**config.mk**
```make
export PLATFORM = sky130hd
export DESIGN_NAME = program_loader
export DESIGN_NICKNAME = d
export VERILOG_FILES = /design/src/rtl/program_loader_pkg.sv /design/src/rtl/program_loader.sv
export SDC_FILE = /design/constraint.sdc
export NUM_CORES = 1
export LEC_CHECK = 0
export ABC_AREA = 1
export BUFFER_PORTS_ARGS = -buffer_cell sky130_fd_sc_hd__buf_4
export CORE_ASPECT_RATIO = 1.5
export CORE_UTILIZATION = 40
export DETAILED_ROUTE_END_ITERATION = 16
export PLACE_DENSITY = 0.62
export SETUP_SLACK_MARGIN = 0.05
export SLEW_MARGIN = 20
export SYNTH_ARGS = -nofsm -noshare
export SYNTH_HDL_FRONTEND = slang
export SYNTH_SLANG_ARGS = --single-unit
```
**constraint.sdc**
```tcl
create_clock -name clock -period 2.2 [get_ports clock]
set_input_delay 0.11 -clock clock [delete_from_list [all_inputs] [get_ports clock]]
set_output_delay 0.11 -clock clock [all_outputs]
set_load 0.02 [all_outputs]
```
**src/rtl/program_loader_pkg.sv**
```systemverilog
// ============================================================================
// Module      : program_loader_pkg
// Description : Shared state encoding and framing constants for the loader.
// Revision    : 1.0 - initial release
// ============================================================================
`timescale 1ns/1ps
`default_nettype none

package program_loader_pkg;

  localparam int BYTES_PER_WORD = 2;
  localparam int LEN_BITS       = 8 * BYTES_PER_WORD;

  typedef enum logic [3:0] {
    IDLE    = 4'd0,
    LEN_HI  = 4'd1,
    LEN_LO  = 4'd2,
    DATA_HI = 4'd3,
    DATA_LO = 4'd4,
    WRITE   = 4'd5,
    CHECK   = 4'd6,
    DONE    = 4'd7,
    ERROR   = 4'd8
  } state_e;

endpackage

`default_nettype wire

```
**src/rtl/program_loader.sv**
```systemverilog
// ============================================================================
// Module      : program_loader
// Description : Byte-stream program image loader; writes big-endian words to
//               program RAM and enables execution on a matching XOR checksum.
// Revision    : 1.0 - initial release
// ============================================================================
`timescale 1ns/1ps
`default_nettype none

module program_loader
  import program_loader_pkg::*;
#(
  parameter int ADDRESS_WIDTH = 16,
  parameter int DATA_WIDTH    = 16,
  parameter int MEMORY_DEPTH  = 64
) (
  input  logic                     clock,
  input  logic                     reset,
  input  logic                     start,
  input  logic                     byte_valid,
  input  logic [7:0]               byte_data,
  output logic                     byte_ready,
  output logic                     ram_write,
  output logic [ADDRESS_WIDTH-1:0] ram_address,
  output logic [DATA_WIDTH-1:0]    ram_data,
  output logic                     busy,
  output logic                     done,
  output logic                     error,
  output logic                     execution_enable,
  output logic [ADDRESS_WIDTH-1:0] words_loaded
);

  localparam logic [LEN_BITS-1:0] MAX_LEN = LEN_BITS'(MEMORY_DEPTH);

  state_e                   state_q;
  logic [LEN_BITS-1:0]      length_q;
  logic [7:0]               word_hi_q;
  logic [7:0]               checksum_q;
  logic [ADDRESS_WIDTH-1:0] words_loaded_q;
  logic                     ram_write_q;
  logic [ADDRESS_WIDTH-1:0] ram_address_q;
  logic [DATA_WIDTH-1:0]    ram_data_q;
  logic                     done_q;
  logic                     error_q;

  logic                     accept;
  logic [LEN_BITS-1:0]      len_full;
  logic [ADDRESS_WIDTH-1:0] words_next;

  assign byte_ready = state_q inside {LEN_HI, LEN_LO, DATA_HI, DATA_LO, CHECK};
  assign busy       = !(state_q inside {IDLE, DONE, ERROR});
  assign accept     = byte_valid && byte_ready;
  assign len_full   = {length_q[LEN_BITS-1:8], byte_data};
  assign words_next = words_loaded_q + ADDRESS_WIDTH'(1);

  always_ff @(posedge clock) begin
    if (reset) begin
      state_q        <= IDLE;
      length_q       <= '0;
      word_hi_q      <= '0;
      checksum_q     <= '0;
      words_loaded_q <= '0;
      ram_write_q    <= 1'b0;
      ram_address_q  <= '0;
      ram_data_q     <= '0;
      done_q         <= 1'b0;
      error_q        <= 1'b0;
    end else begin
      unique case (state_q)
        IDLE, DONE, ERROR: begin
          if (start) begin
            state_q        <= LEN_HI;
            length_q       <= '0;
            checksum_q     <= '0;
            words_loaded_q <= '0;
            done_q         <= 1'b0;
            error_q        <= 1'b0;
          end
        end
        LEN_HI: begin
          if (accept) begin
            length_q[LEN_BITS-1:8] <= byte_data;
            state_q                <= LEN_LO;
          end
        end
        LEN_LO: begin
          if (accept) begin
            length_q <= len_full;
            if (len_full > MAX_LEN) begin
              error_q <= 1'b1;
              state_q <= ERROR;
            end else if (len_full == '0) begin
              state_q <= CHECK;
            end else begin
              state_q <= DATA_HI;
            end
          end
        end
        DATA_HI: begin
          if (accept) begin
            word_hi_q  <= byte_data;
            checksum_q <= checksum_q ^ byte_data;
            state_q    <= DATA_LO;
          end
        end
        DATA_LO: begin
          // Strobe, address and data are registered here so they are stable for the whole WRITE cycle.
          if (accept) begin
            checksum_q    <= checksum_q ^ byte_data;
            ram_write_q   <= 1'b1;
            ram_address_q <= words_loaded_q;
            ram_data_q    <= DATA_WIDTH'({word_hi_q, byte_data});
            state_q       <= WRITE;
          end
        end
        WRITE: begin
          ram_write_q    <= 1'b0;
          words_loaded_q <= words_next;
          state_q        <= (words_next == ADDRESS_WIDTH'(length_q)) ? CHECK : DATA_HI;
        end
        CHECK: begin
          if (accept) begin
            if (byte_data == checksum_q) begin
              done_q  <= 1'b1;
              state_q <= DONE;
            end else begin
              error_q <= 1'b1;
              state_q <= ERROR;
            end
          end
        end
        default: state_q <= IDLE;
      endcase
    end
  end

  assign ram_write        = ram_write_q;
  assign ram_address      = ram_address_q;
  assign ram_data         = ram_data_q;
  assign done             = done_q;
  assign error            = error_q;
  assign execution_enable = done_q;
  assign words_loaded     = words_loaded_q;

endmodule

`default_nettype wire

```
Word-level counts from Yosys, hierarchy flattened:

Cells that the tools add are included.

* register bits after elaboration: 87
* input bits: 12
* output and inout port bits: 54

* muxes and demuxes: 31
* equal/unequal tests: 20
* reduce and logical (&&, ||, !) cells: 25
* magnitude comparators: 1
* add/subtract/negate cells: 1
* bitwise gates (word level): 2

Operators by type and width (count)
* $mux 4: 8
* $mux 8: 4
* $pmux 16 s2: 1
* $pmux 8 s2: 2
* $pmux 4 s7: 1
* $pmux 8 s3: 1
* $add 16x1->16 const B: 1
* $eq 16x16->1: 1
* $eq 4x3->1 const B: 4
* $gt 16x7->1 const B: 1
* $logic_not 16->1: 1
* $mux 16: 1
* $ne 2x2->1 const B: 7
* $reduce_and 6->1: 2
* $reduce_bool 2->1: 6
* $eq 4x2->1 const B: 2
* $eq 8x8->1: 1
* $mux 1: 8
* $reduce_and 2->1: 4
* $reduce_and 4->1: 2
* $xor 8x8->8: 1
* $mux 3: 2
* $ne 2x1->1 const B: 3
* $reduce_and 3->1: 2
* 12 further kinds: 14

Logic depth before layout (Yosys ltp):

Gate-level depths: netlist (run 1).

* depth after elaboration: 5
* mapped depth: 16
* depth with buffers taken out: 16

Worst setup path after synthesis (run 1):

No wires, ideal clock.

* path type: register to register
* start point: register words_loaded_q[0], in the netlist words_loaded[0]
* end point: register state_q[0]
* library setup time: 0.134 ns
* stages on the path, launching flop included: 17
* period minus slack after synthesis: 1.970 ns
* slack: 0.230 ns
* arrival time: 1.837 ns
* path through: dfxtp_1 -> ha_1 -> nand2_1 -> nor2_4 -> nand3_1 -> nand2_1 -> nand2_1 -> nand2_1 -> nand2_1 -> nor2_1 -> nand2_1 -> nor2_2 -> nand2_1 -> nand2_1 -> nand2_1 -> nand2_1 -> a21oi_1

* word-level cells in the longest chain between the ends: 4

Ends and longest elaborated chain
* start: declaration: line program_loader.sv:39 `logic [ADDRESS_WIDTH-1:0] words_loaded_q;`
* start signal: assignment: line program_loader.sv:118 `words_loaded_q <= words_next;`
* $add 16x1->16: line program_loader.sv:54 `assign words_next = words_loaded_q + ADDRESS_WIDTH'(1);`
* $eq 16x16->1: line program_loader.sv:119 `state_q <= (words_next == ADDRESS_WIDTH'(length_q)) ? CHECK : DATA_HI;`
* $mux 3: line program_loader.sv:119
* $pmux 4 s7: line program_loader.sv:69 `unique case (state_q)`
* end signal: assignment: line program_loader.sv:119
* end: declaration: line program_loader.sv:35 `state_e state_q;`

No other way between the ends.
A chain may end at the register's enable or synchronous reset.

Worst setup path after layout (run 1):

* start point: register state_q[1]
* end point: register checksum_q[1]

* word-level cells in the longest chain between the ends: 5
* elaborated cells between the ends (all ways): 17

Ends and longest elaborated chain
* $eq 4x1->1 (tied with other cells): line program_loader.sv:50 `assign byte_ready = state_q inside {LEN_HI, LEN_LO, DATA_HI, DATA_LO, CHECK};`
* $reduce_bool 5->1: line program_loader.sv:50
* $logic_and 1x1->1: line program_loader.sv:52 `assign accept = byte_valid && byte_ready;`
* $ne 2x1->1 (no line)
* $reduce_and 3->1 (no line)
* end signal: assignment: line program_loader.sv:102 `checksum_q <= checksum_q ^ byte_data;`
* end signal: assignment: line program_loader.sv:109 `checksum_q <= checksum_q ^ byte_data;`
* end: declaration: line program_loader.sv:38 `logic [7:0] checksum_q;`

Parallel ways exist; a longest one is shown, timed or not.

==> metrics.txt, run 1 <==
outcome=finished clean; # Max-Cap Violations=0; Hold Startpoint=byte_data[2]; Antenna Nets Post-Route=0; area post-placement=0.00487 mm²; DIE WIDTH=85.7 µm; FP Rows=45; Setup CP Type=flip-flop to flip-flop; design area=0.00522 mm²; post-DP HPWL=8650 µm; Distinct cells, synth=32; minimum clock period=1.92 ns; Tcrit/Tclk final=0.871; critical path arrival=2.12 ns; total track usage=0.221; Post-CTS Resized=0; Worst-Margin Slew=0.599 ns; Worst VDD drop=0.573 mV; Initial Util=0.413; TritonCTS clock tree=yes; first-pass GRT wire length=19000 µm; Post-CTS Setup Inserts=0; placed insts=809; proportion of layout cells with a drive suffix above 1=0.201; Slew Limit Fails=0; sequential element share of the synthesized area=0.414; Non-Filler Instances=826; xor and xnor area share after synthesis=0.0208; Max-slew headroom=0.600; DR iter-0 viols=189; dominant combinational cell family by area after synthesis=simple AND/OR/NAND/NOR gates; DR WL/cell=14.2 µm; Worst setup EP type=flip-flop; clock root buffer=clkbuf_16; Area contributors post-synth=dfxtp_1 41%, nand2_1 13%, a21oi_1 10%, nand3_1 7.9%, nor2_1 6.1%; Final Hold Fails=0; crit path max fanout=9; Req. time, crit path=2.40 ns; Die Y=128 µm; via/cell ratio=5.10; pwr/cell area=865 mW/mm²; Synth Area in Adders=0.00298; Clock Skew=0.00892 ns; CTS H-tree depth=3; placer congestion estimate=0.898; Post-Syn Nets=628; grt ovf=0; IO Count=66; Ant. Diodes=0; post-synthesis compound-gate area fraction=0.149; DRC violations left=0; Seq cells post-synth=87; min-delay worst type=input pin to flip-flop; worst reg2reg path startpoint=state_q[1]$_SDFFE_PP0P_; clock buffer count from CTS=9; Core Area=0.0102 mm²; simple-gate share of the synthesized area=0.337; post-synth top area cell=dfxtp_1; Layout Nets=693; RSZ-0062 raised after global routing=false; Leak=2.07 nW; PortBufs=65; final setup fails=0; Post-Route WL=11700 µm; clk sinks=87; Filler cells=1043; Post-Syn Instances=615; largest net degree at the start of global routing=56; Cell Area, Synth=0.00421 mm²; initial antenna violation count=0; final setup TNS=0 ns; clock tree buffer depth=2; clk_lat worst skew=0.34 ns; beginning of the critical path=state_q[1]$_SDFFE_PP0P_; Die Area=0.0109 mm²; Synth top area share=0.414; TritonRoute pass-1 iters=5; Post-Syn Area per Cell=6.84 µm²; Yosys warnings=0; Worst-path clk slew=0.07 ns; post-cts hold buffer count=0; Finished Core Util=0.512; vias in the first global route=3920; WHS=0.0875 ns; post-synthesis mux area share=0; achievable frequency=522 MHz; via count=4214; Setup crit start kind=flip-flop; P&R area growth vs syn=24.1%
state kept, by name, summed over array words and instances (netlist names):
register,flops
done,1
checksum_q,8
ram_data,16
word_hi_q,8
ram_address,16
error,1
ram_write,1
state_q,4
length_q,16
words_loaded,16
Yosys cell counts, drive strengths merged:
cell type	count
nand2	149
nor3	7
o21ai	19
xor2	9
a41oi	1
and2	1
clkbuf	13
buf	11
a211oi	8
clkinv	2
dfxtp	87
inv	55
a21oi	88
nor4	3
ha	1
or2	1
nand3b	3
nand3	66
xnor2	1
o211ai	1
nand4	9
nor2	80
final cells by class:
cell class	instances	area [µm²]	share of cell area
Tap cell	141	176	0.0338
Clock inverter	6	68.8	0.0132
Timing Repair Buffer	77	591	0.113
Sequential cell	87	1750	0.335
Inverter	57	215	0.0412
Clock buffer	10	229	0.0439
Multi-Input combinational cell	448	2190	0.419
layer usage:
metal  GRT usage  vias up  share of wire
met5           0        -              0
met4       0.102        0          0.040
met3      0.0439       28          0.045
met2       0.389      118           0.49
met1       0.256     1919           0.42
li1            -     2149              -
cells by family (layout without fill, tap and decap cells):
kind of cell / after synthesis / in the layout
flops: 87 / 87
fa+ha+maj: 1 / 1
buf+inv: 81 / 150
simple gates: 319 / 320
xor+xnor: 10 / 10
compound gates: 117 / 117
final timing paths:
check | to | cells after the start | slack [ns]
min reg2reg | word_hi_q[2]$_SDFFE_PP0P_ | 2 | 0.46
max reg2reg | checksum_q[1]$_SDFFE_PP0P_ | 8 | 0.28
max | checksum_q[1]$_SDFFE_PP0P_ | 8 | 0.28
min | length_q[2]$_SDFFE_PP0P_ | 3 | 0.09
layout by cell type, fill, tap and decap left out, types with 2 or more instances in the layout:
cell type / count
nor4_1: 3
buf_4: 76
o21ai_0: 13
nand4_1: 9
clkbuf_16: 9
xor2_1: 9
nand3_1: 65
a21oi_1: 87
nor3_2: 3
nor3_1: 4
inv_2: 5
nor2_2: 10
o21ai_2: 4
nor2_4: 5
nor2_1: 66
a211oi_1: 8
o21ai_1: 2
dfxtp_2: 7
nand2_1: 142
nand3b_1: 3
clkinv_4: 2
inv_1: 50
dfxtp_1: 80
clkinv_2: 2
nand2_2: 6
per-stage QoR:
step	power [mW]	setup WS (ns)
2_1_floorplan	2.66	0.230
3_3_place_gp	2.99	0.233
3_5_place_dp	3.00	0.202
4_1_cts	4.54	0.164
5_1_grt	4.77	0.0350
6_report	4.51	0.285
where the power goes:
part           internal, mW  total, mW  leakage, nW  switching (mW)
sequential             1.68       1.75        0.707          0.0662
clock                 0.886       1.53        0.143           0.644
combinational         0.390       1.23         1.22           0.842
worst max-delay path, stage by stage (launching register included):
cell and delay, ns:
dfxtp_1 0.38, inv_1 0.10, nor3_2 0.36, nor2_2 0.11, o21ai_0 0.14, and2_1 0.33
clkinv_2 0.20, nand2_1 0.10, a21oi_1 0.06
No activity file was read; power rests on OpenSTA's default activity.
==> run 2: changes to the inputs <==
--- a/config.mk
+++ b/config.mk
@@ -5,14 +5,12 @@
 export SDC_FILE = /design/constraint.sdc
 export NUM_CORES = 1
 export LEC_CHECK = 0
-export ABC_AREA = 1
 export BUFFER_PORTS_ARGS = -buffer_cell sky130_fd_sc_hd__buf_4
 export CORE_ASPECT_RATIO = 1.5
-export CORE_UTILIZATION = 40
+export CORE_UTILIZATION = 45
 export DETAILED_ROUTE_END_ITERATION = 16
-export PLACE_DENSITY = 0.62
+export PLACE_DENSITY = 0.67
 export SETUP_SLACK_MARGIN = 0.05
-export SLEW_MARGIN = 20
 export SYNTH_ARGS = -nofsm -noshare
 export SYNTH_HDL_FRONTEND = slang
 export SYNTH_SLANG_ARGS = --single-unit
==> metrics.txt, run 2 <==
outcome=finished clean; proportion of layout cells with a drive suffix above 1=0.217 (+0.0158); Seq cells post-synth=87 (unchanged); Switching Fraction=0.289 (-0.0546); critical path arrival=2.24 ns (+0.12 ns); Int Pwr=2.96 mW (-0.20%); final setup fails=0 (unchanged); CTS H-tree depth=3 (unchanged); WHS=0.0800 ns (-0.00741 ns); Clock Skew=0.00787 ns (-0.00104 ns); Post-Syn Instances=567 (-7.8%); clock power share=0.413 (+0.074); DR WL/cell=16.4 µm (+15%); DR iter-0 viols=190 (+0.53%); final worst slack=0.163 ns (-0.122 ns); final setup TNS=0 ns (unchanged); Top FF cell, synth=dfxtp_1; hold depth=3 (unchanged); Area contributors post-synth=dfxtp_1 39%, nand2_1 7.2%, a21oi_1 6.8%, nor2_1 5.7%, xnor2_1 4.9%; Antenna Nets Post-Route=0 (unchanged); Core Area=0.00969 mm² (-4.9%); IO Count=66 (unchanged); sequential element share of the synthesized area=0.387 (-0.0274); number of flops mapped to enable cells by yosys=0 (unchanged); DRC violations left=0 (unchanged); P&R area growth vs syn=21.8%; vias in the first global route=4104 (+4.7%); initial antenna violation count=0 (unchanged); TritonRoute pass-1 iters=5 (unchanged); Async S/R FF share, synth=0 (unchanged); commonest non-fill, non-tap cell in the layout=buf_4; Worst-Margin Slew=0.473 ns (-0.127 ns); Finished Core Util=0.566 (+0.0539); count leader, synth=dfxtp_1; Initial Util=0.465 (+0.0521); clock root buffer=clkbuf_16; Leak=2.16 nW (+4.4%); total track usage=0.236 (+0.0147); placer congestion estimate=0.931 (+3.8%); post-synth top area cell=dfxtp_1; Flop pwr share=0.405 (+0.017); TritonCTS clock tree=yes; Worst setup EP type=flip-flop; minimum clock period=2.04 ns (+0.122 ns); Worst-path clk slew=0.07 ns (about the same); Setup CP Type=flip-flop to flip-flop; min-delay worst type=input pin to flip-flop; design area=0.00548 mm² (+5.1%); Synth top area share=0.387 (-0.0274); RSZ-0062 raised after global routing=false; commonest non-fill, non-tap cells in the layout=93 x buf_4, 86 x nand2_1, 85 x dfxtp_1, 67 x nor2_1, 61 x a21oi_1; clock tree buffer depth=2 (unchanged); combinational power share=0.183 (-0.090); post-cts hold buffer count=0 (unchanged); Tcrit/Tclk final=0.926 (+0.0554); area post-placement=0.00512 mm² (+5.3%); Max-slew headroom=0.685 (+0.0841); via/cell ratio=5.74 (+13%); Die Area=0.0104 mm² (-4.7%); Die Y=125 µm (-2.4%); Layout Nets=634 (-8.5%); grt ovf=0 (unchanged); Ant. Diodes=0 (unchanged); Distinct cells, synth=67 (+110%); Post-Syn Nets=580 (-7.6%); largest net degree at the start of global routing=61 (+8.9%); Post-Place Worst Slack=0.118 ns (-0.0840 ns); Post-Syn Area per Cell=7.94 µm² (+16%); top cells by instance count after synthesis=87 x dfxtp_1, 86 x nand2_1, 68 x nor2_1; Worst VDD drop=0.476 mV (-17%); first-pass GRT wire length=19800 µm (+4.5%); FP Rows=44 (-2.2%); Slew Limit Fails=0 (unchanged); via count=4255 (+0.97%); Final Hold Fails=0 (unchanged); # Max-Cap Violations=0 (unchanged); Yosys warnings=0 (unchanged); clock buffer count from CTS=9 (unchanged); Post-Route WL=12100 µm (+3.5%); Worst Reg-to-Reg Cells=7 (-1); PortBufs=65 (unchanged); clk sinks=87 (unchanged); crit path max fanout=6 (-3); DIE WIDTH=83.7 µm (-2.4%); clk_lat worst skew=0.34 ns (about the same); P_sw=1.20 mW (-23%); Setup crit start kind=flip-flop; post-DP HPWL=8560 µm (-0.98%); Reg2Reg Setup Slack=0.16 ns (-0.12 ns); Cell Area, Synth=0.00450 mm² (+7.1%); achievable frequency=491 MHz (-6.0%); Req. time, crit path=2.40 ns (about the same); pwr/cell area=758 mW/mm² (-12%)
[run 2: changes by cell type after synthesis, moves of 9 or more]
cell and change:
a21oi_1 -26, a22oi_1 +10, and2_1 +10, clkbuf_1 +12
inv_1 -42, mux2i_1 +21, nand2_1 -57, nand3_1 -57
nand3b_1 +9, o21ai_0 +9, xnor2_1 +24
[run 2: final cells by class]
cell class	instances	area, µm²
clock buffers	9	225
clock inverters	7	115
flip-flops and latches	87	1740
well taps	115	144
multi-input cells	420	2490
repair buffers	95	738
inverters	8	30.0
fillers	922	4210
[run 2: kinds of logic after synthesis]
kind of cell             after synthesis  synth area share
flip-flops                            87             0.387
XOR/XNOR                              30            0.0583
AO/OA/AOI/OAI                        124             0.168
adder cells (fa/ha/maj)                1           0.00278
AND/OR/NAND/NOR                      244             0.273
buffers and inverters                 60            0.0645
multiplexers                          21            0.0467
[run 2: critical path: stages, from the launching register on]
cell and delay [ns]:
dfxtp_1 0.32, ha_1 0.26, and3_2 0.29, and3_1 0.23
xnor2_1 0.16, nand4_1 0.18, nor4_4 0.35, o211ai_1 0.11
[run 2: worst paths after layout]
path                                      from                           to
hold / removal                    byte_data[3]     ram_data[3]$_SDFFE_PP0P_
setup reg to reg  words_loaded[0]$_SDFFE_PP0P_      state_q[0]$_SDFFE_PP0P_
setup / recovery  words_loaded[0]$_SDFFE_PP0P_      state_q[0]$_SDFFE_PP0P_
hold reg to reg    ram_address[5]$_SDFFE_PP0P_  ram_address[5]$_SDFFE_PP0P_
[run 2: repair_timing]
action,CTS,global route
setup endpoints to repair,0,14
buffers inserted,0,0
resized for setup,0,6
[run 2: per-layer routing]
metal  track usage  routed length [µm]  vias up
met3        0.0358                 455       38
li1              -                   -     2062
met5             0                   0        -
met1         0.261                4880     2017
met2         0.424                6260      138
met4         0.134                 528        0
[run 2: through the flow]
stage / instances / total power, mW
after floorplan: 567 / 2.20
after global placement: 725 / 2.45
after detailed placement: 725 / 2.46
after CTS: 741 / 4.18
after global routing: 741 / 4.33
final: 741 / 4.16
[run 2: power by group through the flow]
stage	Combinational (mW)	Clock [mW]	Sequential, mW
6_report	0.759	1.72	1.68
5_1_grt	0.825	1.82	1.69
4_1_cts	0.745	1.75	1.68
3_5_place_dp	0.741	0	1.72
3_3_place_gp	0.733	0	1.72
2_1_floorplan	0.514	0	1.69
